<file path="src/rtl/vliw_pkg.sv">
// Shared definitions for the VLIW core: branch opcodes and bundle geometry.
package vliw_pkg;

    typedef enum logic [2:0] {
        BEQ = 3'd0,
        BNE = 3'd1,
        BLT = 3'd2,
        BGE = 3'd3,
        J   = 3'd4,
        JAL = 3'd5,
        JR  = 3'd6
    } br_op_t;

    localparam logic [31:0] BUNDLE_BYTES = 32'd16;
    localparam int unsigned BUNDLE_SHIFT = 4;
    localparam logic [31:0] RESET_PC     = 32'h0040_0020;
    localparam logic [4:0]  LINK_REG     = 5'd31;

endpackage

</file>
<file path="src/rtl/branch_cond.sv">
// Combinational branch resolution: condition, redirect target and JR alignment check.
module branch_cond
    import vliw_pkg::*;
(
    input  logic [2:0]  op,
    input  logic [31:0] pc,
    input  logic [31:0] rs_val,
    input  logic [31:0] rt_val,
    input  logic [15:0] imm,
    output logic        taken,
    output logic [31:0] target,
    output logic        misaligned
);

    logic [31:0] imm_sext;
    logic [31:0] rel_target;
    logic [31:0] jr_target;

    // Offset is in bundles, so scale the sign-extended immediate to bytes.
    assign imm_sext   = {{16{imm[15]}}, imm};
    assign rel_target = pc + BUNDLE_BYTES + (imm_sext << BUNDLE_SHIFT);
    assign jr_target  = rs_val & 32'hFFFF_FFF0;

    // Decode the op into taken/target; unknown encodings resolve not-taken.
    always_comb begin
        taken      = 1'b0;
        target     = rel_target;
        misaligned = 1'b0;
        case (br_op_t'(op))
            BEQ: taken = (rs_val == rt_val);
            BNE: taken = (rs_val != rt_val);
            BLT: taken = ($signed(rs_val) < $signed(rt_val));
            BGE: taken = ($signed(rs_val) >= $signed(rt_val));
            J:   taken = 1'b1;
            JAL: taken = 1'b1;
            JR: begin
                taken      = 1'b1;
                target     = jr_target;
                misaligned = (rs_val[3:0] != 4'd0);
            end
            default: taken = 1'b0;
        endcase
    end

endmodule

</file>
<file path="src/rtl/branch_unit.sv">
// Branch-slot EX unit: accept gating, post-redirect shadow, link write and taken counter.
module branch_unit
    import vliw_pkg::*;
#(
    parameter int unsigned SHADOW_CYCLES = 2
) (
    input  logic        clk,
    input  logic        rst,
    input  logic        br_valid,
    input  logic [2:0]  br_op,
    input  logic [31:0] bundle_pc,
    input  logic [31:0] rs_val,
    input  logic [31:0] rt_val,
    input  logic [15:0] imm,
    output logic        branch_taken,
    output logic [31:0] new_pc,
    output logic        link_we,
    output logic [31:0] link_data,
    output logic        misalign,
    output logic [31:0] taken_count
);

    localparam int unsigned CntW = (SHADOW_CYCLES < 1) ? 1 : $clog2(SHADOW_CYCLES + 1);

    logic            cond_taken;
    logic [31:0]     cond_target;
    logic            cond_misaligned;
    logic            accept;
    logic            take;
    logic            is_jal;

    logic [CntW-1:0] shadow_cnt_q, shadow_cnt_d;
    logic            link_we_q, link_we_d;
    logic [31:0]     link_data_q, link_data_d;
    logic            misalign_q, misalign_d;
    logic [31:0]     taken_count_q, taken_count_d;

    branch_cond u_branch_cond (
        .op         (br_op),
        .pc         (bundle_pc),
        .rs_val     (rs_val),
        .rt_val     (rt_val),
        .imm        (imm),
        .taken      (cond_taken),
        .target     (cond_target),
        .misaligned (cond_misaligned)
    );

    // Wrong-path ops during the shadow (or under reset) are dropped entirely.
    always_comb begin
        accept       = br_valid && (shadow_cnt_q == '0) && !rst;
        take         = accept && cond_taken;
        is_jal       = (br_op == JAL);
        branch_taken = take;
        new_pc       = take ? cond_target : 32'd0;
    end

    // Next state for the shadow counter and the one-cycle result registers.
    always_comb begin
        shadow_cnt_d  = shadow_cnt_q;
        link_we_d     = 1'b0;
        link_data_d   = 32'd0;
        misalign_d    = 1'b0;
        taken_count_d = taken_count_q;
        if (take) begin
            shadow_cnt_d  = CntW'(SHADOW_CYCLES);
            taken_count_d = taken_count_q + 32'd1;
        end else if (shadow_cnt_q != '0) begin
            shadow_cnt_d = shadow_cnt_q - CntW'(1);
        end
        if (take && is_jal) begin
            link_we_d   = 1'b1;
            link_data_d = bundle_pc + BUNDLE_BYTES;
        end
        if (take && cond_misaligned) begin
            misalign_d = 1'b1;
        end
    end

    // State registers; asynchronous reset also clears any shadow in progress.
    always_ff @(posedge clk or posedge rst) begin
        if (rst) begin
            shadow_cnt_q  <= '0;
            link_we_q     <= 1'b0;
            link_data_q   <= 32'd0;
            misalign_q    <= 1'b0;
            taken_count_q <= 32'd0;
        end else begin
            shadow_cnt_q  <= shadow_cnt_d;
            link_we_q     <= link_we_d;
            link_data_q   <= link_data_d;
            misalign_q    <= misalign_d;
            taken_count_q <= taken_count_d;
        end
    end

    assign link_we     = link_we_q;
    assign link_data   = link_data_q;
    assign misalign    = misalign_q;
    assign taken_count = taken_count_q;

endmodule
</file>
<file path="config.mk">
export PLATFORM = sky130hd
export DESIGN_NAME = branch_unit
export DESIGN_NICKNAME = d
export VERILOG_FILES = /design/src/rtl/vliw_pkg.sv /design/src/rtl/branch_cond.sv /design/src/rtl/branch_unit.sv
export SDC_FILE = /design/constraint.sdc
export NUM_CORES = 1
export LEC_CHECK = 0
export ABC_AREA = 1
export ABC_CLOCK_PERIOD_IN_PS = 7700
export BUFFER_PORTS_ARGS = -buffer_cell sky130_fd_sc_hd__buf_2
export CAP_MARGIN = 20
export CELL_PAD_IN_SITES_DETAIL_PLACEMENT = 1
export CELL_PAD_IN_SITES_GLOBAL_PLACEMENT = 1
export CORE_ASPECT_RATIO = 1.5
export CORE_MARGIN = 2
export CORE_UTILIZATION = 40
export CTS_BUF_LIST = sky130_fd_sc_hd__clkbuf_8
export DETAILED_ROUTE_END_ITERATION = 16
export PLACE_DENSITY = 0.95
export SYNTH_ARGS = -nofsm -noshare
export SYNTH_HDL_FRONTEND = slang
export SYNTH_SLANG_ARGS = --single-unit
</file>
<file path="constraint.sdc">
create_clock -name clk -period 7.7 [get_ports clk]
set_input_delay 0.77 -clock clk [delete_from_list [all_inputs] [get_ports clk]]
set_output_delay 0.77 -clock clk [all_outputs]
set_load 0.01 [all_outputs]
</file>
==> summary.md <==
| Metric | Value |
|---|---|
| Synth cell types | 39 |
| Avg WL per Cell | roughly 18 um |
| CTS Hold Bufs | 0 |
| Post-Layout Inst Area | 8282 um^2 |
| Power Density | 129.3 nW/um^2 |
| Yosys top cell area share | between 20% and 30% |
| Final wirelength | approximately 26 mm |
| Final period util | about two thirds |
| Setup_tns | 0 ns |
| WP data arrival | 4.40 ns |
| Clk_lat worst skew | 0.36 ns |
| Top Family by Delay on Critical Path | simple AND/OR/NAND/NOR gates |
| MaxCap Viol Count | 0 |
| Final Hold Viols | 0 |
| Layout cell share with drive strength beyond 1 | 23.73% |
| Max-slew headroom | 37.69% |
| Hold/Removal Path Class | in -> async |
| Startpoint types | input port |
| Vias in the first global route | 8399 |
| Initial core utilization | between 40% and 50% |
| RR Endpoint | taken_count[26] |
| Most frequent CP cell | nand2_1 |
| Syn Nets | 1208 |
| Leakage | between 4 and 5 nW |
| Clock sinks | 68 |
| Non-filler cells in the finished layout | 1449 |
| Clock-pin slew on the worst setup and hold paths | 0.08 ns |
| Die width | 111.0 um |
| First-pass DRT Iterations | 4 |
| Initial antenna violation count | 0 |
| CP Class | in -> out |
| CP Launch Point | bundle_pc[4] |
| Num CTS Buffers | 9 |
| H-tree levels | 3 |
| Post-synth ARST share | 100.0% |
| Die Span Y | 164.5 um |
| Reg-to-reg slack, setup | 5.08 ns |
| First-pass GRT wire length | 40.47 mm |
| Cts repair resizes | 0 |
| Sequential cell area | 1702 um^2 |
| CP bufs+invs | 4 |
| Mapped Area | 6865 um^2 |
| CP Capture Type | output port |
| Final setup vio count | 0 |
| Slowest cell on crit path | ha_1 |
| Ant diodes | 0 |
| Util after Layout | roughly 49% |
| Multi-input gate area | 4486 um^2 |
| Drt initial violations | 375 |
| Final Power | 1.071 mW |
| Fmax | 193.4 MHz |
| Placed inst area | slightly above 8000 um^2 |
| ANT nets after route | 0 |
| Dominant synthesized flop cell | dfrtp_1 |
| Final hold slack | approximately 0.44 ns |
| CTS tree | yes |
| Largest net degree at the start of global routing | 57 |
| Setup WS pre-CTS | 2.678 ns |
| Biggest cell delay along the critical path | 0.37 ns |
| Top cells by area, synth | dfrtp_1 (25%), nand2_1 (16%), ha_1 (11%), inv_1 (7.6%), nor2_1 (6.0%) |
| Global Route Usage Sum | ~28% |
| Layout fillers | 2329 |
| Core area | 16760 um^2 |
| Post-route setup slack | about 2.5 ns |
| Placed Cells | ~1.4k |
| Port bufs | 216 |
| Clock buffer depth | 2 |
| Crit path time final | 5.170 ns |
| Vias per inst | 5.339 |
| Synth Instances | around 1k |
| Postcts setup bufs | 0 |
| Skew final | 0.01505 ns |
| Remaining DRCs | 0 |
| R2R Path Start | taken_count[0] |
| Synth Warn # | 0 |
| RSZ-0062 raised after global routing | no |
| Worst vdd ir | between 0.00008 and 0.00009 V |
| Synth area leader | dfrtp_1 |
| Register area share after synthesis | 24.79% |
| Number of synthesized flops with an enable pin | 0 |
| Area growth syn-to-layout | 20.63% |
| GPL Wtd Cong | 0.9576 |
| Status | finished clean |
| NumNets Final | roughly 1.4k |
| Synthesized flop and latch total | 68 |
| Synth Area per Inst | around 6.7 um^2 |
| Num rows | 58 |
| DP HPWL | 21.12 mm |
| Max-slew violations | 0 |
| Req. time, crit path | between 6 and 7 ns |
| Die area | 18250 um^2 |
| Overflow after GRT | 0 |
| Slew @ Worst Pin | 0.9336 ns |
| FF-to-FF path depth | 10 |
| IO Count | about 220 |
| CP Max Fanout | 6 |
| Vias | roughly 7.7k |
| CTS root buf | clkbuf_8 |
-- power breakdown --
group	internal [mW]	switching, mW	leakage (nW)
combinational	0.145	0.253	3.70
sequential	0.371	0.0159	0.943
clock	0.139	0.147	0.0918
total	0.656	0.416	4.73
-- layout by cell type (no fill, tap or decap), types with 24 or more instances in the layout --
| cell type | count |
|---|---|
| ha_1 | 62 |
| xor2_1 | 41 |
| nor2_1 | 110 |
| nor3_1 | 24 |
| nand3_1 | 51 |
| dfrtp_1 | 68 |
| nand2_1 | 290 |
| o21ai_0 | 31 |
| buf_2 | 216 |
| inv_1 | 139 |
| a21oi_1 | 50 |
| a21oi_2 | 24 |
-- area by class of cell --
| type | instances | area share (%) |
|---|---|---|
| inverters | 141 | 6.421 |
| multi-input cells | 796 | 54.16 |
| well taps | 210 | 3.173 |
| repair buffers | 220 | 13.57 |
| clock inverters | 2 | 0.1360 |
| flip-flops and latches | 68 | 20.55 |
| clock buffers | 12 | 1.994 |
-- cells in the mapped netlist, types with 2 or more instances --
master,instances
nand2_4,2
o21bai_1,4
o211ai_1,2
nand4_1,23
a211oi_1,2
o21ai_2,5
a21oi_2,24
xor2_1,41
nor4_1,17
buf_6,8
nor3_2,8
ha_1,62
inv_1,139
and2_1,2
dfrtp_1,68
nor2_1,110
nand3_1,51
xnor2_1,16
nor3_1,25
o21a_1,3
nand2_1,290
o21ai_1,2
a21o_1,5
clkbuf_1,9
a21oi_1,50
o21ai_0,31
or2_2,13
buf_2,4
-- kinds of logic after synthesis --
| family | after synthesis | synth area share (%) |
|---|---|---|
| buf+inv | 163 | 9.951 |
| xor+xnor | 57 | 7.272 |
| simple gates | 545 | 34.52 |
| flops | 68 | 24.79 |
| compound gates | 131 | 11.88 |
| fa+ha+maj | 63 | 11.59 |
-- flip-flops by register name (all words and copies together), names as in the netlist --
name	cells
link_we	1
taken_count	32
misalign	1
shadow_cnt_q	2
link_data	32
-- worst register-to-register path, delay by kind of cell, from the launching register on --
family	cells	cell delay, ns
adders and majority gates	1	0.27
and+or+nand+nor	8	1.67
DFF	1	0.44
xor gates and xnor gates	1	0.18
-- worst max-delay path by stage --
stage                     slack (ns)         end  cells after the start
after floorplan                 3.62  new_pc[29]                     24
after global placement          2.83  new_pc[24]                     19
after detailed placement        2.68  new_pc[29]                     26
after CTS                       2.63  new_pc[29]                     26
after global routing            2.11  new_pc[30]                     20
final                           2.53  new_pc[29]                     26
-- metal layers --
layer	track usage, %	vias to the layer above	wire length [um]
li1	-	3730	-
met1	26.44	3715	8804
met2	55.66	207	14540
met3	3.927	84	814
met4	14.94	0	1345
met5	0	-	0
No activity file was read; power rests on OpenSTA's default activity.
